===== src/rtl/instruction_fetch_unit.sv =====
// Instruction fetch stage: owns the PC, issues one split-transaction read at a time,
// buffers one word under decode stall and flushes on branch/jump redirect.
//
// state   | meaning
// --------+-------------------------------------------------------------
// IDLE    | just out of reset, request starts next cycle
// REQ     | imem_req high, waiting for grant
// WAIT    | request granted, waiting for the response
// DISCARD | granted request was flushed, drop its response when it arrives
// FULL    | one word buffered while decode stalls
module instruction_fetch_unit #(
  parameter logic [31:0] RESET_PC = 32'h0000_0000
) (
  input  logic        clock,
  input  logic        reset_n,
  input  logic        stall,
  input  logic        redirect_valid,
  input  logic [31:0] redirect_target,
  output logic        imem_req,
  output logic [31:0] imem_addr,
  input  logic        imem_gnt,
  input  logic        imem_rvalid,
  input  logic [31:0] imem_rdata,
  output logic [31:0] IF_instruction,
  output logic [31:0] IF_pc_register
);

  typedef enum logic [2:0] {IDLE, REQ, WAIT, DISCARD, FULL} state_t;

  state_t      state;
  logic [31:0] pc;
  logic [31:0] buf_instr;
  logic [31:0] buf_pc4;
  logic [31:0] pc_plus4;
  logic [31:0] target;

  assign pc_plus4  = pc + 32'd4;
  assign target    = redirect_target & 32'hFFFF_FFFC;
  assign imem_req  = (state == REQ);
  assign imem_addr = pc & 32'hFFFF_FFFC;

  always_ff @(posedge clock or negedge reset_n) begin
    if (!reset_n) begin
      state          <= IDLE;
      pc             <= RESET_PC;
      buf_instr      <= 32'h0;
      buf_pc4        <= 32'h0;
      IF_instruction <= 32'h0;
      IF_pc_register <= 32'h0;
    end else begin
      // Non-delivering cycles: bubble unless decode is stalled; a redirect always flushes.
      if (!stall || redirect_valid)
        IF_instruction <= 32'h0;

      case (state)
        IDLE: state <= REQ;

        REQ: begin
          if (redirect_valid) begin
            pc <= target;
            if (imem_gnt) state <= DISCARD;
          end else if (imem_gnt) begin
            state <= WAIT;
          end
        end

        WAIT: begin
          if (imem_rvalid) begin
            if (redirect_valid) begin
              pc    <= target;
              state <= REQ;
            end else if (stall) begin
              buf_instr <= imem_rdata;
              buf_pc4   <= pc_plus4;
              pc        <= pc_plus4;
              state     <= FULL;
            end else begin
              IF_instruction <= imem_rdata;
              IF_pc_register <= pc_plus4;
              pc             <= pc_plus4;
              state          <= REQ;
            end
          end else if (redirect_valid) begin
            pc    <= target;
            state <= DISCARD;
          end
        end

        DISCARD: begin
          if (redirect_valid) pc <= target;
          if (imem_rvalid) state <= REQ;
        end

        FULL: begin
          if (redirect_valid) begin
            buf_instr <= 32'h0;
            buf_pc4   <= 32'h0;
            pc        <= target;
            state     <= REQ;
          end else if (!stall) begin
            IF_instruction <= buf_instr;
            IF_pc_register <= buf_pc4;
            state          <= REQ;
          end
        end

        default: state <= IDLE;
      endcase
    end
  end

endmodule


===== config.mk =====
export PLATFORM = sky130hd
export DESIGN_NAME = instruction_fetch_unit
export DESIGN_NICKNAME = d
export VERILOG_FILES = /design/src/rtl/instruction_fetch_unit.sv
export SDC_FILE = /design/constraint.sdc
export NUM_CORES = 1
export LEC_CHECK = 0
export ABC_AREA = 1
export CAP_MARGIN = 5
export CORE_MARGIN = 3
export CORE_UTILIZATION = 47
export DETAILED_ROUTE_END_ITERATION = 16
export HOLD_SLACK_MARGIN = 0.02
export PLACE_DENSITY = 0.77
export SYNTH_ARGS = -nofsm -noshare
export SYNTH_HDL_FRONTEND = slang
export SYNTH_SLANG_ARGS = --single-unit

===== constraint.sdc =====
create_clock -name clock -period 1.8 [get_ports clock]
set_clock_uncertainty 0.15 [all_clocks]
set_input_delay 0.54 -clock clock [delete_from_list [all_inputs] [get_ports clock]]
set_output_delay 0.54 -clock clock [all_outputs]
set_load 0.02 [all_outputs]

==> flow_metrics.env <==
export IMPL_die_x_um=140
export IMPL_vias=8967
export IMPL_syn_area_per_cell_um2=7.81
export IMPL_r2r_slack_ns=-0.27
export IMPL_cp_start_kind="register"
export IMPL_fin_ws_ns=-0.272
export IMPL_drtIter0Drc=947
export IMPL_drive_above_1_share_pct=37.2
export IMPL_grt_max_degree=48
export IMPL_peakVddDrop_mv=1.00
export IMPL_grt_overflow=0
export IMPL_cpMostUsedCell="nor2_4"
export IMPL_rsz0062_at_grt="true"
export IMPL_coreArea_um2=17500
export IMPL_yosysUniqueCellTypes=35
export IMPL_finalPower_w=0.0205
export IMPL_synthesis_area_um2=8490
export IMPL_required_ns=1.97
export IMPL_slew_viol_final=0
export IMPL_final_common_cell="nand2_1"
export IMPL_track_usage_pct=26.5
export IMPL_dr_pass1_iters=5
export IMPL_io_buffers=162
export IMPL_arrival_ns=2.24
export IMPL_hold_path_class="reg2reg"
export IMPL_p_leak_nw=6.32
export IMPL_cpPeakStageDelay_ns=0.38
export IMPL_final_cell_mix="228 x nand2_1, 150 x dfrtp_1, 135 x inv_1"
export IMPL_cp_slowest_cell="dfrtp_1"
export IMPL_post_route_period_util_pct=115
export IMPL_cts_htree_levels=4
export IMPL_post_drt_wl_per_cell_um=19.2
export IMPL_grt_pass1_vias=8157
export IMPL_post_place_ws_ns=-0.548
export IMPL_synthCells=1088
export IMPL_drtAntennaViolNets=0
export IMPL_path_clk_slew_ns=0.07
export IMPL_hold_viol=0
export IMPL_drv_cap=0
export IMPL_grt_antenna_before_repair=1
export IMPL_finalCriticalPeriod_ns=2.07
export IMPL_viasPerCell=5.62
export IMPL_yosysSeqAreaShare_pct=48.0
export IMPL_setup_violations=84
export IMPL_totalWireLength_um=30600
export IMPL_clkSinkCount=163
export IMPL_power_density_nw_per_um2=1610
export IMPL_crit_path_end_kind="register"
export IMPL_hpwl_um=17400
export IMPL_clock_fmax_ghz=0.483
export IMPL_die_height_um=140
export IMPL_drt_drc_violations_left=0
export IMPL_holdWs_ns=0.341
export IMPL_io_pins=167
export IMPL_grt_first_pass_wirelength_um=42100
export IMPL_worstPathCellList="inv_2 -> buf_6 -> nand2_4 -> nor2_4 -> buf_4 -> o21ai_2 -> nor2_4 -> clkinv_4 -> clkbuf_16 -> nand2_1 -> o21ai_1"
export IMPL_synth_warnings=0
export IMPL_clockRootBuffer="clkbuf_16"
export IMPL_cp_max_fo=8
export IMPL_dieArea_um2=19700
export IMPL_place_congestion=0.963
export IMPL_crit_type="reg2reg"
export IMPL_fin_nets=1428
export IMPL_status="finished with violations"
export IMPL_cts_buffer_depth=2
export IMPL_synth_seq_cells=163
export IMPL_cts_tree="yes"
export IMPL_violations="setup timing"
export IMPL_setup_tns_ns=-10.94
export IMPL_cts_inserted_buffers=17
export IMPL_area_growth_pct=49.8
export IMPL_clock_latency_ns=0.44
export IMPL_rows=48
export IMPL_start_util_pct=48.6
cells in the mapped netlist, drive strengths merged:
cell type    n  area share, %
nand3b       5           0.44
nor3         1          0.059
a211oi       1          0.088
and2         4           0.29
o21a         7           0.62
buf         60            4.6
a311oi       4           0.41
o21ai       55            3.2
conb         1          0.044
a22o        32            3.3
a21oi       11           0.65
a21boi      16            1.4
or2          3           0.22
clkbuf      20           0.88
xor2        13            1.3
nand3       34            2.2
inv        153            6.8
dfrtp      163             48
clkinv       1          0.044
o22ai       70            5.2
o211ai       1          0.088
nor2       127            6.0
a22oi        1          0.088
nand2      296             13
xnor2        2           0.21
ha           1           0.15
o31ai        6           0.53
power by group:
group / switching (W) / internal, W / total (W)
combinational: 0.00623 / 0.00459 / 0.0108
clock: 0.00168 / 0.00199 / 0.00366
sequential: 0.000975 / 0.00502 / 0.00599
final cells by class:
class	count	area, um2
multi-input combinational	692	4220
antenna	1	2.50
tap	225	282
timing repair inverter	1	6.26
fill	1167	4750
timing repair buffer	328	2930
inverter	154	602
clock inverter	14	138
clock buffer	18	439
sequential	163	4100
through the flow:
stage          area [um2]  instances  util [%]
2_1_floorplan        8500       1089         -
3_3_place_gp        11000       1523      62.9
3_5_place_dp        11000       1523      62.9
4_1_cts             12000       1580      68.7
5_1_grt             12700       1596      72.8
6_report            12700       1596      72.8
critical path: cells and delay by family, from the launching register on:
kind	cells	cell delay (ns)
flops	1	0.38
simple gates	4	0.50
compound gates	2	0.15
buf+inv	5	0.76
final timing paths:
kind | depth (start not counted) | end | startpoint
max in group asynchronous | 3 | IF_instruction[13]$_DFF_PN0_ | reset_n
hold reg to reg | 1 | IF_pc_register[1]$_DFFE_PN0P_ | IF_pc_register[1]$_DFFE_PN0P_
setup reg to reg | 11 | buf_pc4[5]$_DFFE_PN0P_ | state[0]$_DFFE_PN0P_
min in group asynchronous | 2 | IF_pc_register[5]$_DFFE_PN0P_ | reset_n
hold / removal | 1 | IF_pc_register[1]$_DFFE_PN0P_ | IF_pc_register[1]$_DFFE_PN0P_
setup / recovery | 11 | buf_pc4[5]$_DFFE_PN0P_ | state[0]$_DFFE_PN0P_
logic make-up (layout without fill, tap and decap cells):
group	after synthesis	after routing	synth area share (%)
AO/OA/AOI/OAI	204	204	15.6
buffers and inverters	234	515	12.3
XOR/XNOR	15	15	1.55
other	1	3	0.0441
AND/OR/NAND/NOR	470	470	22.4
flip-flops	163	163	48.0
adder cells (fa/ha/maj)	1	1	0.147
what timing repair did:
item / in CTS / in global routing
endpoints found under the hold margin: 32 / 0
resized for setup: 392 / 273
gates cloned: 2 / 7
setup endpoints to repair: 230 / 213
pin swaps: 13 / 38
setup buffers: 22 / 12
hold buffers: 1 / 0
per-layer routing:
| metal | global-route usage (%) | share of wire, % | wire (um) |
|---|---|---|---|
| met2 | 41.0 | 48 | 14800 |
| met3 | 5.53 | 7.8 | 2400 |
| met1 | 36.7 | 40 | 12300 |
| met4 | 9.99 | 3.5 | 1080 |
| met5 | 0 | 0 | 0 |
state kept, by name, indices dropped and copies added, names as in the netlist:
name and cells:
pc 32, IF_instruction 32, buf_pc4 32, IF_pc_register 32
state 3, buf_instr 32
Note: power is estimated with default switching activity, not from simulation.
